[src/rtl/aes_link_server_pkg.sv]
// Shared constants and state type for the AES link responder.
//   - Command opcodes carried in frame bits [127:120].
//   - Status codes returned in bits [127:120] of a status frame.
//   - Responder FSM state encoding.
package aes_link_pkg;

    localparam logic [7:0] OP_LOAD_KEY = 8'h01;
    localparam logic [7:0] OP_ENC      = 8'h02;
    localparam logic [7:0] OP_DEC      = 8'h03;

    localparam logic [7:0] ST_KEY_OK   = 8'hA5;
    localparam logic [7:0] ST_BAD_OP   = 8'hEE;
    localparam logic [7:0] ST_TIMEOUT  = 8'hE7;

    // StKeyWait is the key-expansion handshake sub-phase of RUN.
    typedef enum logic [2:0] {
        StIdle, StCmd, StKeyRx, StRun, StKeyWait, StWait, StSend
    } link_state_e;

    function automatic logic [127:0] status_frame(input logic [7:0] code);
        return {code, 120'd0};
    endfunction

endpackage

[src/rtl/link_block_fifo.sv]
// Inbound data-block FIFO with show-ahead output.
//   clk, rst       clock, asynchronous active-high reset
//   i_push, i_data write request and data (ignored when full unless popping)
//   i_pop          read request, o_data holds the head entry
//   i_flush        discard all entries
//   o_full/o_empty occupancy flags
module link_block_fifo #(
    parameter int unsigned DEPTH = 4,
    parameter int unsigned WIDTH = 128
) (
    input  logic             clk,
    input  logic             rst,
    input  logic             i_push,
    input  logic [WIDTH-1:0] i_data,
    input  logic             i_pop,
    input  logic             i_flush,
    output logic [WIDTH-1:0] o_data,
    output logic             o_full,
    output logic             o_empty
);

    localparam int unsigned AW = $clog2(DEPTH);

    logic [WIDTH-1:0] r_mem [DEPTH];
    logic [AW:0]      r_wr_ptr;
    logic [AW:0]      r_rd_ptr;
    logic             w_do_push;
    logic             w_do_pop;

    assign o_empty   = (r_wr_ptr == r_rd_ptr);
    assign o_full    = (r_wr_ptr[AW] != r_rd_ptr[AW]) &&
                       (r_wr_ptr[AW-1:0] == r_rd_ptr[AW-1:0]);
    // A pop in the same cycle frees the slot, so a full FIFO still accepts the push.
    assign w_do_push = i_push && (!o_full || i_pop);
    assign w_do_pop  = i_pop && !o_empty;
    assign o_data    = r_mem[r_rd_ptr[AW-1:0]];

    always_ff @(posedge clk or posedge rst) begin
        if (rst) begin
            r_wr_ptr <= '0;
            r_rd_ptr <= '0;
        end else if (i_flush) begin
            r_wr_ptr <= '0;
            r_rd_ptr <= '0;
        end else begin
            if (w_do_push) r_wr_ptr <= r_wr_ptr + (AW+1)'(1);
            if (w_do_pop)  r_rd_ptr <= r_rd_ptr + (AW+1)'(1);
        end
    end

    always_ff @(posedge clk) begin
        if (w_do_push && !i_flush) r_mem[r_wr_ptr[AW-1:0]] <= i_data;
    end

endmodule

[src/rtl/aes_link_server.sv]
// FPGA-side AES responder between the inter-FPGA link and AES_Comp.
//   clk, rst                 clock, asynchronous active-high reset
//   rx_data/rx_valid         frames from the link receiver
//   tx_data/tx_send/tx_busy  frames to the link transmitter
//   aes_*                    AES_Comp key/data handshake, mode and active-low reset
//   trig                     scope trigger, high across each AES run
//   blk_count                data blocks returned since reset (wraps)
//   ovf                      sticky, a data frame was dropped on a full FIFO
module aes_link_server
    import aes_link_pkg::*;
#(
    parameter int unsigned  FIFO_DEPTH  = 4,
    parameter int unsigned  TIMEOUT_CYC = 1048576,
    parameter logic [127:0] DEFAULT_KEY = 128'h37d0d724d00a1248db0fead349f1c09b
) (
    input  logic         clk,
    input  logic         rst,
    input  logic [127:0] rx_data,
    input  logic         rx_valid,
    output logic [127:0] tx_data,
    output logic         tx_send,
    input  logic         tx_busy,
    output logic [127:0] aes_kin,
    output logic [127:0] aes_din,
    output logic         aes_krdy,
    output logic         aes_drdy,
    output logic         aes_encdec,
    output logic         aes_rstn,
    input  logic [127:0] aes_dout,
    input  logic         aes_kvld,
    input  logic         aes_dvld,
    output logic         trig,
    output logic [31:0]  blk_count,
    output logic         ovf
);

    link_state_e  r_state;
    logic [127:0] r_tx_data, r_aes_kin, r_aes_din;
    logic         r_tx_send, r_krdy, r_drdy, r_encdec, r_aes_rstn, r_trig, r_ovf;
    logic         r_key_stale, r_exp_encdec, r_is_data;
    logic [8:0]   r_remaining;
    logic [31:0]  r_blk_count, r_tmo;

    logic         w_need_key, w_push, w_pop, w_full, w_empty, w_drop;
    logic         w_tmo_arm, w_tmo_hit;
    logic [127:0] w_fifo_data;
    logic [7:0]   w_opcode;

    assign w_opcode   = rx_data[127:120];
    // The core's expanded schedule is only valid for the key and direction last expanded.
    assign w_need_key = r_key_stale || (r_encdec != r_exp_encdec);
    assign w_push     = rx_valid && (r_state inside {StRun, StKeyWait, StWait, StSend});
    assign w_pop      = (r_state == StRun) && !w_need_key && !w_empty;
    assign w_drop     = w_push && w_full && !w_pop;

    // Counter only runs while waiting on the host; any other state holds it at zero,
    // which also clears it on every state change.
    assign w_tmo_arm  = (r_state == StKeyRx) ||
                        ((r_state == StRun) && w_empty && !w_need_key);
    assign w_tmo_hit  = w_tmo_arm && !rx_valid && (r_tmo == 32'(TIMEOUT_CYC - 1));

    link_block_fifo #(
        .DEPTH (FIFO_DEPTH),
        .WIDTH (128)
    ) u_fifo (
        .clk     (clk),
        .rst     (rst),
        .i_push  (w_push),
        .i_data  (rx_data),
        .i_pop   (w_pop),
        .i_flush (w_tmo_hit),
        .o_data  (w_fifo_data),
        .o_full  (w_full),
        .o_empty (w_empty)
    );

    always_ff @(posedge clk or posedge rst) begin
        if (rst) begin
            r_tmo <= '0;
        end else if (rx_valid || !w_tmo_arm) begin
            r_tmo <= '0;
        end else begin
            r_tmo <= r_tmo + 32'd1;
        end
    end

    always_ff @(posedge clk or posedge rst) begin
        if (rst) begin
            r_state      <= StIdle;
            r_tx_data    <= '0;
            r_tx_send    <= 1'b0;
            r_aes_kin    <= DEFAULT_KEY;
            r_aes_din    <= '0;
            r_krdy       <= 1'b0;
            r_drdy       <= 1'b0;
            r_encdec     <= 1'b0;
            r_exp_encdec <= 1'b0;
            r_aes_rstn   <= 1'b0;
            r_trig       <= 1'b0;
            r_blk_count  <= '0;
            r_ovf        <= 1'b0;
            r_key_stale  <= 1'b1;
            r_is_data    <= 1'b0;
            r_remaining  <= '0;
        end else begin
            r_tx_send <= 1'b0;
            r_krdy    <= 1'b0;
            r_drdy    <= 1'b0;
            if (w_drop) r_ovf <= 1'b1;

            unique case (r_state)
                StIdle: begin
                    r_aes_rstn <= 1'b1;
                    r_state    <= StCmd;
                end
                StCmd: begin
                    if (rx_valid) begin
                        if (w_opcode == OP_LOAD_KEY) begin
                            r_state <= StKeyRx;
                        end else if (w_opcode == OP_ENC || w_opcode == OP_DEC) begin
                            r_encdec    <= (w_opcode == OP_DEC);
                            r_remaining <= {1'b0, rx_data[7:0]} + 9'd1;
                            r_state     <= StRun;
                        end else begin
                            r_tx_data <= status_frame(ST_BAD_OP);
                            r_is_data <= 1'b0;
                            r_state   <= StSend;
                        end
                    end
                end
                StKeyRx: begin
                    if (rx_valid) begin
                        r_aes_kin   <= rx_data;
                        r_key_stale <= 1'b1;
                        r_tx_data   <= status_frame(ST_KEY_OK);
                        r_is_data   <= 1'b0;
                        r_state     <= StSend;
                    end else if (w_tmo_hit) begin
                        r_tx_data <= status_frame(ST_TIMEOUT);
                        r_is_data <= 1'b0;
                        r_state   <= StSend;
                    end
                end
                StRun: begin
                    if (w_need_key) begin
                        r_krdy  <= 1'b1;
                        r_state <= StKeyWait;
                    end else if (!w_empty) begin
                        r_aes_din <= w_fifo_data;
                        r_drdy    <= 1'b1;
                        r_trig    <= 1'b1;
                        r_state   <= StWait;
                    end else if (w_tmo_hit) begin
                        r_tx_data <= status_frame(ST_TIMEOUT);
                        r_is_data <= 1'b0;
                        r_state   <= StSend;
                    end
                end
                StKeyWait: begin
                    if (aes_kvld) begin
                        r_key_stale  <= 1'b0;
                        r_exp_encdec <= r_encdec;
                        r_state      <= StRun;
                    end
                end
                StWait: begin
                    if (aes_dvld) begin
                        r_tx_data <= aes_dout;
                        r_trig    <= 1'b0;
                        r_is_data <= 1'b1;
                        r_state   <= StSend;
                    end
                end
                StSend: begin
                    if (!tx_busy) begin
                        r_tx_send <= 1'b1;
                        if (r_is_data && r_remaining != 9'd1) begin
                            r_blk_count <= r_blk_count + 32'd1;
                            r_remaining <= r_remaining - 9'd1;
                            r_state     <= StRun;
                        end else begin
                            if (r_is_data) r_blk_count <= r_blk_count + 32'd1;
                            r_aes_rstn <= 1'b0;
                            r_state    <= StIdle;
                        end
                    end
                end
                default: begin
                    r_aes_rstn <= 1'b0;
                    r_state    <= StIdle;
                end
            endcase
        end
    end

    assign tx_data    = r_tx_data;
    assign tx_send    = r_tx_send;
    assign aes_kin    = r_aes_kin;
    assign aes_din    = r_aes_din;
    assign aes_krdy   = r_krdy;
    assign aes_drdy   = r_drdy;
    assign aes_encdec = r_encdec;
    assign aes_rstn   = r_aes_rstn;
    assign trig       = r_trig;
    assign blk_count  = r_blk_count;
    assign ovf        = r_ovf;

endmodule
[config.mk]
export PLATFORM = sky130hd
export DESIGN_NAME = aes_link_server
export DESIGN_NICKNAME = d
export VERILOG_FILES = /design/src/rtl/aes_link_server_pkg.sv /design/src/rtl/link_block_fifo.sv /design/src/rtl/aes_link_server.sv
export SDC_FILE = /design/constraint.sdc
export NUM_CORES = 2
export LEC_CHECK = 0
export ABC_CLOCK_PERIOD_IN_PS = 41200
export CORE_AREA = 2 2 270 272
export CTS_CLUSTER_DIAMETER = 60
export CTS_CLUSTER_SIZE = 30
export DETAILED_ROUTE_END_ITERATION = 7
export DIE_AREA = 0 0 272 274
export PLACE_DENSITY_LB_ADDON = 0.25
export SYNTH_ARGS = -nofsm -noshare
export SYNTH_HDL_FRONTEND = slang
export SYNTH_HIERARCHICAL = 1
export SYNTH_SLANG_ARGS = --single-unit
[constraint.sdc]
create_clock -name clk -period 41.2 [get_ports clk]
set_input_delay 8.24 -clock clk [delete_from_list [all_inputs] [get_ports clk]]
set_output_delay 8.24 -clock clk [all_outputs]
set_load 0.005 [all_outputs]
==> flow_summary.toml <==
[layout]
multi_input_area_sq_um = 9580
nFillCells = 4862
drive_above_1_share_pct = 21.6
layout.nets = 2988
final_common_cell = "clkdlybuf4s50_1"
seqCellArea_sq_um = 27400
area_growth_pct = 26.2
layout_common_cells = "clkdlybuf4s50_1 (684), edfxtp_1 (512), dfrtp_1 (413)"

[die]
rows = 99
fp.coreArea_sq_um = 72000
initial_utilization_pct = 52.2
die_area_sq_um = 74500
io_pins = 685
fp.dieH_um = 274
fp.dieW_um = 272

[synth]
synth.avg_cell_area_sq_um = 18.3
yosys-top-cells-area = "edfxtp_1 (41%), dfrtp_1 (28%), mux2_2 (7.8%)"
yosysTopAreaCell = "edfxtp_1"
netlist_area_sq_um = 37500
synth_nets = 2328
synth_top_family_by_area = "multiplexers"
yosysUniqueCellTypes = 65
synth.area.mux_share_pct = 15.6
synth-edff-count = 512
synth_top_area_share_pct = 41.0
synth_xor_area_share_pct = 1.62
ys_ff_latch = 988
yosysSeqAreaShare_pct = 72.9
ys_warn_count = 6
syn_inst = 2056
synth_compound_area_share_pct = 4.23
synth_simple_gate_area_share_pct = 3.61
yosys_most_used_dff = "edfxtp_1"
synth-adder-area-share_pct = 0.333
synthArstFlopShare_pct = 48.2

[worst_setup_path]
startpoint = "rx_valid"
cp_common_cell = "buf_4"
path_max_fanout = 65
r2r_cells = 12
path_cells = "clkdlybuf4s50_1, or2_2, nor4_1, buf_4, nand2b_1, a41oi_1, and2_4, buf_4"
cpLargestDelayFamily = "simple AND/OR/NAND/NOR gates"
endpoint = "u_fifo/r_mem[1][95]"
cp_num_cells = 8
required_ns = 41.47
rr_startpoint = "u_fifo/r_rd_ptr[0]"
critPathCaptureType = "register"
cp.arrival_ns = 12.21
critPathLaunchType = "primary input"
r2r_setup_slack_ns = 35.34
reg2reg_to = "u_fifo/r_mem[1][95]"
slowest_delay_ns = 0.89
slowest_stage = "and2_4"
worst-path-buf-inv = 3
path_class = "in -> reg"

[sta]
finClkSkew_ns = 0.0319
hold_viol = 0
hold_slack_ns = 0.486
worstMarginPinSlew_ns = 1.16
maxSlewViolCount = 0
post-route-period-util_pct = 29.0
fin_tns_setup_ns = 0
max_clock_freq_mhz = 83.7
max_slew_margin_pct = 22.7
rsz0062_at_grt = "no"
finalCriticalPeriod_ns = 11.94
setup_violations = 0

[global_route]
first_global_vias = 21947
grt_pass1_wl_mm = 136
grt_overflow = 0
antenna_found_initial = 9
grt_use_total_pct = 24.1
grt_max_degree = 155

[clock_network]
cts_resized = 0
cts_sinks = 988
postCtsSetupBuffers = 0
cts_tree = "yes"
clock-root-buffer = "clkbuf_16"
htreeDepth = 2
cts-hold-fix-buffers = 0
clk_pin_slew_ns = 0.09
clockBufferDepth = 3
cts_buffers = 56
insertion_delay_ns = 0.65

[route]
wire_per_inst_um = 24.4
viasPerCell = 5.68
drtPass1Iterations = 5
drc_errors = 0
wirelength_mm = 90.8
ant_nets = 0
drt_iter0_markers = 1390
via_count = 21164

[placement]
portBuffers = 684
place.gp.congestion = 0.915
place_hpwl_mm = 61.4

[power]
powerDensity_nw_per_um2 = 68.0
leakage_uw = 0.0174
vdd_drop_max_v = 0.0000827

[flow_run]
maxCapViolCount = 0

[hold_path]
hold_class = "reg -> reg"

[status]
status = "finished clean"
kinds of logic (layout without fill, tap and decap cells):
group,after synthesis,in the layout
DFF,988,988
adders and majority gates,10,10
muxes,393,393
other,0,4
and+or+nand+nor,264,264
xor gates and xnor gates,67,67
AOI/OAI and AO/OA,201,201
buffers and inverters,133,841
worst min path at each step:
stage	to	cells past startpoint	slack [ns]	start
floorplan	r_tmo[0]	1	0.45	r_tmo[0]
global placement	blk_count[31]	1	0.46	blk_count[31]
detailed placement	blk_count[31]	1	0.47	blk_count[31]
CTS	blk_count[31]	1	0.49	blk_count[31]
global route	blk_count[31]	1	0.51	blk_count[31]
finish	ovf	1	0.49	ovf
worst register-to-register path, cell delays in order (launching register included):
cell and delay, ns:
dfrtp_4 0.98, xnor2_2 0.28, nand2_1 0.15, nor2_1 0.13, nand4bb_1 0.14, a2bb2oi_1 0.41
or2_2 0.60, nor4_1 0.15, buf_4 0.22, nand2b_1 0.14, a41oi_1 0.33, and2_4 0.89
buf_4 0.97
stage by stage:
| stage | util (%) | instances | total power [uW] | setup WS (ns) | instance area, sq um |
|---|---|---|---|---|---|
| CTS | 65.8 | 3723 | 3260 | 29.25 | 47300 |
| finish | 65.8 | 3727 | 3220 | 29.26 | 47400 |
| global route | 65.8 | 3725 | 3380 | 29.03 | 47400 |
| detailed placement | 62.9 | 3617 | 2600 | 28.54 | 45300 |
| global placement | 62.9 | 3617 | 2560 | 28.68 | 45300 |
| floorplan | - | 2056 | 2020 | 19.95 | 37500 |
power breakdown:
part           total [uW]  switching, uW  internal [uW]
logic                1070            440            628
clock network         656            367            289
registers            1500            153           1340
total                3220            960           2260
flip-flops by register name, summed over array words and instances (netlist names), 3 cells and up:
signal           cells
tx_data            128
r_tmo               32
u_fifo/r_rd_ptr      3
u_fifo/r_wr_ptr      3
aes_din            128
aes_kin            128
blk_count           32
r_state              3
r_remaining          9
u_fifo/r_mem       512
layout make-up:
cell class	count	area share (%)
antenna	4	0.0211
clock buffer	57	3.01
clock inverter	49	1.34
inverter	30	0.254
multi-input combinational	935	20.2
sequential	988	57.8
tap	959	2.53
timing repair buffer	705	14.8
cell usage after synthesis (all sizes together) (4+ instances only):
master	n
o21ai	24
a31oi	4
nor4	16
xnor2	44
a22o	125
and4	4
ha	10
mux4	128
or3	6
mux2	262
nand2	49
and3	8
clkbuf	50
xor2	23
nor3	28
buf	53
nand4	19
nand2b	11
nand3	23
dfstp	61
edfxtp	512
dfrtp	415
a41oi	4
and2	8
o21a	4
inv	30
nor2b	8
nor2	69
a21oi	19
per-layer routing:
metal | up-vias | GRT usage, % | routed length (um)
met3 | 157 | 4.42 | 5570
met5 | - | 0 | 76
li1 | 9226 | - | -
met4 | 10 | 9.41 | 3740
met2 | 751 | 40.9 | 46200
met1 | 11020 | 31.0 | 35200
No activity file was read; power rests on OpenSTA's default activity.
